### config.mk
export PLATFORM = sky130hd
export DESIGN_NAME = cmp_seq_ctrl_flat
export DESIGN_NICKNAME = d
export VERILOG_FILES = /design/src/rtl/cmp_seq_if.sv /design/src/rtl/cmp_seq_ctrl.sv /design/src/flat_wrapper.sv
export SDC_FILE = /design/constraint.sdc
export NUM_CORES = 1
export LEC_CHECK = 0
export ABC_AREA = 1
export BUFFER_PORTS_ARGS = -buffer_cell sky130_fd_sc_hd__buf_2
export CAP_MARGIN = 20
export CORE_MARGIN = 4
export CORE_UTILIZATION = 50
export DETAILED_ROUTE_END_ITERATION = 10
export PLACE_DENSITY = 0.74
export SYNTH_ARGS = -nofsm -noshare
export SYNTH_HDL_FRONTEND = slang
export SYNTH_SLANG_ARGS = --single-unit
### constraint.sdc
create_clock -name clk -period 5.05 [get_ports clk]
set_input_delay 0.7575 -clock clk [delete_from_list [all_inputs] [get_ports clk]]
set_output_delay 0.7575 -clock clk [all_outputs]
set_load 0.01 [all_outputs]
### src/rtl/cmp_seq_if.sv
// Request/result bundle between a datapath and the
// nibble-serial compare controller.
interface cmp_seq_if #(
  parameter int NIBBLES = 4,
  parameter int CW      = $clog2(NIBBLES + 1)
);
  logic                 start;
  logic                 abort;
  logic [4*NIBBLES-1:0] a;
  logic [4*NIBBLES-1:0] b;
  logic                 busy;
  logic                 done;
  logic                 e;
  logic                 g;
  logic                 l;
  logic [CW-1:0]        nib_cnt;

  modport master (
    output start, abort, a, b,
    input  busy, done, e, g, l, nib_cnt
  );

  modport slave (
    input  start, abort, a, b,
    output busy, done, e, g, l, nib_cnt
  );
endinterface

### src/rtl/cmp_seq_ctrl.sv
// Nibble-serial unsigned magnitude compare, MSB nibble
// first, stopping at the first unequal nibble.
module cmp_seq_ctrl #(
  parameter int NIBBLES = 4,
  parameter int CW      = $clog2(NIBBLES + 1)
) (
  input logic      clk,
  input logic      rst_n,
  cmp_seq_if.slave bus
);
  localparam int W = 4 * NIBBLES;

  typedef enum logic {
    IDLE,
    CMP
  } state_t;

  state_t        state_q, state_d;
  logic [W-1:0]  a_q, a_d;
  logic [W-1:0]  b_q, b_d;
  logic [CW-1:0] idx_q, idx_d;
  logic [CW-1:0] cnt_q, cnt_d;
  logic          e_q, e_d;
  logic          g_q, g_d;
  logic          l_q, l_d;
  logic          done_q, done_d;

  logic [W-1:0]  a_sh;
  logic [W-1:0]  b_sh;
  logic [3:0]    na;
  logic [3:0]    nb;

  // the shared 4-bit slice sees the nibble at idx
  always_comb begin
    a_sh = a_q >> {idx_q, 2'b00};
    b_sh = b_q >> {idx_q, 2'b00};
    na   = a_sh[3:0];
    nb   = b_sh[3:0];
  end

  always_comb begin
    state_d = state_q;
    a_d     = a_q;
    b_d     = b_q;
    idx_d   = idx_q;
    cnt_d   = cnt_q;
    e_d     = e_q;
    g_d     = g_q;
    l_d     = l_q;
    done_d  = 1'b0;
    unique case (state_q)
      IDLE: begin
        if (bus.start) begin
          a_d     = bus.a;
          b_d     = bus.b;
          idx_d   = CW'(NIBBLES - 1);
          cnt_d   = '0;
          e_d     = 1'b0;
          g_d     = 1'b0;
          l_d     = 1'b0;
          state_d = CMP;
        end
      end
      CMP: begin
        if (bus.abort) begin
          state_d = IDLE;
        end else if (na != nb) begin
          g_d     = (na > nb);
          l_d     = (na < nb);
          cnt_d   = CW'(NIBBLES) - idx_q;
          done_d  = 1'b1;
          state_d = IDLE;
        end else if (idx_q == '0) begin
          e_d     = 1'b1;
          cnt_d   = CW'(NIBBLES);
          done_d  = 1'b1;
          state_d = IDLE;
        end else begin
          idx_d = idx_q - 1'b1;
        end
      end
      default: state_d = IDLE;
    endcase
  end

  always_ff @(posedge clk or negedge rst_n) begin
    if (!rst_n) begin
      state_q <= IDLE;
      a_q     <= '0;
      b_q     <= '0;
      idx_q   <= '0;
      cnt_q   <= '0;
      e_q     <= 1'b0;
      g_q     <= 1'b0;
      l_q     <= 1'b0;
      done_q  <= 1'b0;
    end else begin
      state_q <= state_d;
      a_q     <= a_d;
      b_q     <= b_d;
      idx_q   <= idx_d;
      cnt_q   <= cnt_d;
      e_q     <= e_d;
      g_q     <= g_d;
      l_q     <= l_d;
      done_q  <= done_d;
    end
  end

  assign bus.busy    = (state_q == CMP);
  assign bus.done    = done_q;
  assign bus.e       = e_q;
  assign bus.g       = g_q;
  assign bus.l       = l_q;
  assign bus.nib_cnt = cnt_q;
endmodule

### src/flat_wrapper.sv
// flat-port wrapper written by rule: the top's interface ports become plain ports
module cmp_seq_ctrl_flat 
#(
  parameter int NIBBLES = 4,
  parameter int CW      = $clog2(NIBBLES + 1)
)
  (clk, rst_n, bus_start, bus_abort, bus_a, bus_b, bus_busy, bus_done, bus_e, bus_g, bus_l, bus_nib_cnt);
  cmp_seq_if #(.NIBBLES(NIBBLES), .CW(CW)) bus_i ();
  input logic clk;
  input logic rst_n;
  input wire logic [$bits(bus_i.start)-1:0] bus_start;
  input wire logic [$bits(bus_i.abort)-1:0] bus_abort;
  input wire logic [$bits(bus_i.a)-1:0] bus_a;
  input wire logic [$bits(bus_i.b)-1:0] bus_b;
  output wire logic [$bits(bus_i.busy)-1:0] bus_busy;
  output wire logic [$bits(bus_i.done)-1:0] bus_done;
  output wire logic [$bits(bus_i.e)-1:0] bus_e;
  output wire logic [$bits(bus_i.g)-1:0] bus_g;
  output wire logic [$bits(bus_i.l)-1:0] bus_l;
  output wire logic [$bits(bus_i.nib_cnt)-1:0] bus_nib_cnt;
  assign bus_i.start = bus_start;
  assign bus_i.abort = bus_abort;
  assign bus_i.a = bus_a;
  assign bus_i.b = bus_b;
  assign bus_busy = bus_i.busy;
  assign bus_done = bus_i.done;
  assign bus_e = bus_i.e;
  assign bus_g = bus_i.g;
  assign bus_l = bus_i.l;
  assign bus_nib_cnt = bus_i.nib_cnt;
  cmp_seq_ctrl #(.NIBBLES(NIBBLES), .CW(CW)) u_core (.clk(clk), .rst_n(rst_n), .bus(bus_i));
endmodule
==> results of run 1 <==
==> power by group <==
group | leakage [uW] | internal [uW] | total (uW) | switching (uW)
combinational | 0.000799 | 200 | 545 | 345
clock | 0.0000477 | 94.7 | 213 | 118
sequential | 0.000534 | 446 | 523 | 77.1
==> kinds of logic (layout without fill, tap and decap cells) <==
family | Yosys count | after routing | share of synthesized area, %
buf+inv | 24 | 64 | 6.26
fa+ha+maj | 6 | 6 | 3.48
flops | 43 | 43 | 49.9
simple gates | 170 | 170 | 33.6
compound gates | 27 | 27 | 6.79
==> area by class of cell <==
type | instances | area, um^2 | share of cell area [%]
Clock buffer | 5 | 68.8 | 2.83
Clock inverter | 3 | 15.0 | 0.617
Inverter | 13 | 51.3 | 2.11
Multi-Input combinational cell | 203 | 946 | 38.8
Sequential cell | 43 | 1080 | 44.2
Tap cell | 50 | 62.6 | 2.57
Timing Repair Buffer | 43 | 215 | 8.84
==> state kept, by name (all words and copies together), names as in the netlist <==
register and flops:
u_core.bus.l 1, u_core.bus.e 1, u_core.idx_q 3, u_core.bus.g 1, u_core.bus.nib_cnt 3, u_core.b_q 16, u_core.bus.done 1, u_core.a_q 16
u_core.bus.busy 1
==> worst max-delay path, cell delays in order, from the launching register on <==
cell and delay, ns:
dfrtp_1 0.71, inv_4 0.16, o21ai_0 0.23, a21oi_1 0.11
ha_1 0.32, nand2_2 0.11, o21ai_2 0.17, nand3_1 0.14
nand2_1 0.10, nand2_1 0.05
==> metrics by stage <==
stage                     worst slack [ns]  area, um^2  hold WS (ns)  utilization [%]  instances
after global routing                  2.60        2430         0.510             59.6        360
after floorplan                       3.26        2160         0.444                -        270
after CTS                             2.86        2430         0.489             59.6        360
after detailed placement              2.86        2350         0.467             57.5        352
final                                 2.85        2430         0.486             59.6        360
after global placement                2.96        2350         0.469             57.5        352
==> synthesized netlist by cell type <==
library cell	number	area [um^2]
nand3_1	8	40.0
buf_6	3	33.8
buf_4	4	30.0
nand2_4	2	22.5
nand2_2	5	31.3
inv_1	8	30.0
o31ai_1	1	7.51
dfrtp_1	43	1080
o21ai_2	1	8.76
o21ai_0	16	80.1
nor2_1	29	109
inv_2	4	15.0
inv_4	1	6.26
nand4_1	1	6.26
buf_2	4	20.0
a21oi_1	5	25.0
nor2_8	2	40.0
nand2_1	122	458
o22ai_1	4	25.0
nand3_4	1	17.5
ha_1	6	75.1
==> worst min path at each step <==
stage,end,from,slack (ns)
2_1_floorplan,u_core.a_q[13],u_core.a_q[13],0.44
3_5_place_dp,u_core.b_q[15],u_core.b_q[15],0.47
5_1_grt,u_core.b_q[14],u_core.b_q[14],0.51
4_1_cts,u_core.b_q[15],u_core.b_q[15],0.49
3_3_place_gp,u_core.b_q[5],u_core.b_q[5],0.47
6_report,u_core.b_q[9],u_core.b_q[9],0.49
==> per-layer routing <==
layer | global-route usage (%) | up-vias | routed length, um
li1 | - | 919 | -
met1 | 23.1 | 801 | 1930
met2 | 28.9 | 44 | 2030
met3 | 5.47 | 9 | 263
met4 | 6.84 | 0 | 91
met5 | 0 | - | 0
==> results_dict.tcl, run 1 <==
set metrics [dict create \
    antenna_found_initial 0 \
    via_per_inst 4.93 \
    postSynthCellCount 270 \
    r2r-start "u_core.idx_q[0]" \
    dr.pass1.iters 4 \
    report.power.total_uw 1280 \
    clockBufferDepth 2 \
    initial_utilization_pct 52.8 \
    dp_hpwl_um 3140 \
    drv_cap 0 \
    p_leak_uw 0.00138 \
    row_count 23 \
    r2r-end "u_core.bus.nib_cnt[1]" \
    ios 44 \
    critPathArrivalTime_ns 2.40 \
    cts_tree "done" \
    synth-seq-cells 43 \
    cts.reportedPaths.clkPinSlew_ns 0.08 \
    required_ns 5.25 \
    grt_use_total_pct 18.1 \
    layout_common_cells "122 x nand2_1, 43 x buf_2, 43 x dfrtp_1" \
    drive_gt1_share_pct 21.6 \
    numCtsBuffers 5 \
    fin_crit_ns 2.20 \
    cts_hold_buf 0 \
    setup_viol 0 \
    worst-r2r-cell-count 9 \
    portBuffers 43 \
    htreeDepth 2 \
    rsz0062_at_grt "no" \
    worst_pin_slew_ns 0.937 \
    irDropWorstVdd_v 0.000236 \
    hold_viol_final 0 \
    grt_max_degree 44 \
    die_area_mm2 0.00543 \
    nNetsFinal 351 \
    syn_area_mm2 0.00216 \
    cp-end-kind "flop" \
    drtIter0Drc 103 \
    vias 1773 \
    path_class "flop to flop" \
    drc 0 \
    fillers 384 \
    r2r_slack_ns 2.85 \
    core_mm2 0.00409 \
    max_slew_margin_pct 37.6 \
    place_congestion 0.879 \
    antennaDiodeCount 0 \
    postRouteAntennaNets 0 \
    area_growth_pct 12.9 \
    wl_um 4320 \
    cts.root.buffer_cell "clkbuf_8" \
    layout_commonest_cell "nand2_1" \
    fin_skew_ns 0.00723 \
    post_cts_buffers 0 \
    grt_pass1_wl_um 7560 \
    wl_per_cell_um 12.0 \
    tns_ns 0 \
    hold_path.class "flop to flop" \
    syn_avg_cell_area_um2 7.99 \
    maxClockFrequency_mhz 455 \
    power.density_mw_per_mm2 526 \
    worstSkewPairLatency_ns 0.30 \
    crit_end "u_core.bus.nib_cnt[1]" \
    grt-ovfl-total 0 \
    die_w_um 73.7 \
    drv_slew 0 \
    synth_cell_type_count 21 \
    clock_sinks 43 \
    path_max_fanout 19 \
    period_share_pct 43.5 \
    postSynthNetCount 312 \
    synth_warnings 0 \
    worstSetupStartpoint "u_core.idx_q[0]" \
    cts_resized 0 \
    die_y_um 73.7 \
    ys_seq_area_share_pct 49.9 \
    grt_pass1_vias 1722 \
    holdPathStages 2 \
    startpoint_type "flop" \
    status "completed" \
]
Power figures use the tool's default switching activity.
==> run 2, diff against run 1 <==
--- a/config.mk
+++ b/config.mk
@@ -9,9 +9,9 @@
 export BUFFER_PORTS_ARGS = -buffer_cell sky130_fd_sc_hd__buf_2
 export CAP_MARGIN = 20
 export CORE_MARGIN = 4
-export CORE_UTILIZATION = 50
+export CORE_UTILIZATION = 49
 export DETAILED_ROUTE_END_ITERATION = 10
-export PLACE_DENSITY = 0.74
+export PLACE_DENSITY = 0.75
 export SYNTH_ARGS = -nofsm -noshare
 export SYNTH_HDL_FRONTEND = slang
 export SYNTH_SLANG_ARGS = --single-unit
==> constraint.sdc (replaced) <==
create_clock -name clk -period 1.9 [get_ports clk]
set_input_delay 0.285 -clock clk [delete_from_list [all_inputs] [get_ports clk]]
set_output_delay 0.285 -clock clk [all_outputs]
set_load 0.01 [all_outputs]
==> run 2 against run 1 <==
Compared with the run above:
- the run now ends with negative setup slack left
- register-to-register slack got worse by 3.0 ns
- clock power increased by 150%
- via count increased by 5.6%
- clock-buffer cell count up 1
- first-iteration DRC count up 26%
- die area is 1.8% higher
- cell count up 3.3%
- critical path type unchanged
- largest power group unchanged
- highest routed layer unchanged
==> results_dict.tcl, run 2 (synthesis gave the netlist of run 1 again) <==
set metrics [dict create \
    grt-ovfl-total 0 \
    nNetsFinal 365 \
    layout_common_cells "120 x nand2_1, 43 x buf_2, 41 x dfrtp_1" \
    clockBufferDepth 2 \
    seq_area_mm2 0.00108 \
    place_congestion 0.964 \
    critPathTopFamily "simple AND/OR/NAND/NOR gates" \
    grt_pass1_wl_um 7940 \
    via_per_inst 5.03 \
    fin_skew_ns 0.00754 \
    clock_sinks 43 \
    irDropWorstVdd_v 0.000787 \
    path_class "flop to flop" \
    cts_tree "done" \
    max_slew_margin_pct 64.8 \
    dp_hpwl_um 3310 \
    cts.reportedPaths.clkPinSlew_ns 0.08 \
    failed_checks "negative setup slack" \
    grt_use_total_pct 18.9 \
    hold_path.class "input pin to flop" \
    placedInstanceArea_mm2 0.00242 \
    drc 0 \
    drv_slew 0 \
    p_leak_uw 0.00149 \
    numCtsBuffers 5 \
    die_w_um 74.4 \
    r2r-end "u_core.idx_q[1]" \
    path_max_fanout 8 \
    worstHoldStart "bus_b[4]" \
    required_ns 2.12 \
    final_area_mm2 0.00276 \
    antenna_found_initial 0 \
    crit_top_cell "nand2_1" \
    worst-r2r-cell-count 12 \
    crit_chain "clkbuf_16, inv_12, nor2_2, o22ai_1, nand2_1, ha_4, nand2_8, nor2_8, nand3_4, nand2_4, nand2_2, nand2_1" \
    setup_viol 9 \
    vias 1872 \
    drtIter0Drc 130 \
    die_area_mm2 0.00553 \
    die_y_um 74.4 \
    worstSkewPairLatency_ns 0.29 \
    slowest_delay_ns 0.47 \
    wl_um 5100 \
    r2r-start "u_core.idx_q[0]" \
    wl_per_cell_um 13.7 \
    setup_ws_ns -0.119 \
    r2r_slack_ns -0.12 \
    slowest_stage "dfrtp_2" \
    portBuffers 43 \
    hold_path_end "u_core.b_q[4]" \
    top_regs "u_core.a_q x16, u_core.b_q x16" \
    fin_crit_ns 2.02 \
    cp-end-kind "flop" \
    startpoint_type "flop" \
    status "finished, violations left" \
    grt_max_degree 33 \
    grt_pass1_vias 1768 \
    power.density_mw_per_mm2 1550 \
    drv_cap 0 \
    multi_input_area_mm2 0.00111 \
    row_count 23 \
    ios 44 \
    fillers 337 \
    worst_pin_slew_ns 0.528 \
    critPathArrivalTime_ns 2.24 \
    htreeDepth 2 \
    hold_viol_final 0 \
    antennaDiodeCount 0 \
    initial_utilization_pct 52.4 \
    holdPathStages 3 \
    tns_ns -0.636 \
    layout_commonest_cell "nand2_1" \
    cts.root.buffer_cell "clkbuf_8" \
    core_mm2 0.00412 \
    dr.pass1.iters 5 \
    drive_gt1_share_pct 31.4 \
    postRouteAntennaNets 0 \
    fin_util_pct 67.0 \
    rsz0062_at_grt "yes" \
    maxClockFrequency_mhz 495 \
    period_share_pct 106 \
    critPathBufInv 2 \
    final_cells 372 \
    dp.cells 360 \
    area_growth_pct 27.7 \
]
## run 2: cell types whose count changed in the layout (fill, tap and decap cells not counted), moves of 5 or more
cell	before	now
nor2_1	29	24
buf_4	0	9
o21ai_1	0	5
o21ai_0	16	8
## run 2: layout make-up
cell class / instances / share of cell area, %
Clock buffer: 6 / 2.63
Inverter: 13 / 2.23
Multi-Input combinational cell: 203 / 40.2
Sequential cell: 43 / 39.1
Tap cell: 50 / 2.27
Timing Repair Buffer: 56 / 13.2
Timing Repair inverter: 1 / 0.318
## run 2: power by group
part / switching (uW) / internal, uW / total (uW)
logic: 1330 / 1010 / 2340
registers: 220 / 1190 / 1410
clock network: 279 / 245 / 524
## run 2: worst max-delay path by stage
stage / start / end / cells after the start / slack, ns
global placement: u_core.idx_q[0] / u_core.bus.nib_cnt[1] / 11 / -0.04
finish: u_core.idx_q[0] / u_core.idx_q[1] / 12 / -0.12
global route: u_core.idx_q[0] / u_core.idx_q[1] / 12 / -0.21
CTS: u_core.idx_q[0] / u_core.bus.nib_cnt[2] / 11 / -0.04
floorplan: u_core.idx_q[0] / u_core.bus.nib_cnt[0] / 12 / 0.11
detailed placement: u_core.idx_q[0] / u_core.bus.nib_cnt[2] / 11 / -0.1
## run 2: per-layer routing
metal / track usage [%] / wire length (um)
met5: 0 / 0
met4: 7.51 / 133
met3: 5.00 / 298
met2: 30.8 / 2460
met1: 24.3 / 2210
## run 2: metrics by stage
step / hold slack (ns) / total power [uW] / setup WS, ns
after CTS: 0.169 / 3760 / -0.0433
after global placement: 0.284 / 2870 / -0.0351
after global routing: 0.181 / 4580 / -0.212
after detailed placement: 0.295 / 2910 / -0.0997
final: 0.179 / 4280 / -0.119
after floorplan: -0.0106 / 2540 / 0.108
## run 2: worst min-delay path, delay by kind of cell
family                 cells  cell delay [ns]
buffers and inverters      1             0.07
and+or+nand+nor            2             0.08
## run 2: what timing repair did
item                                   in CTS  in global routing
cloned                                      1                  2
resized for setup                          18                 26
pin swaps                                  12                 10
setup endpoints to repair                   8                 11
buffers inserted                            1                  1
hold buffers                                1                  0
endpoints found under the hold margin      22                  0
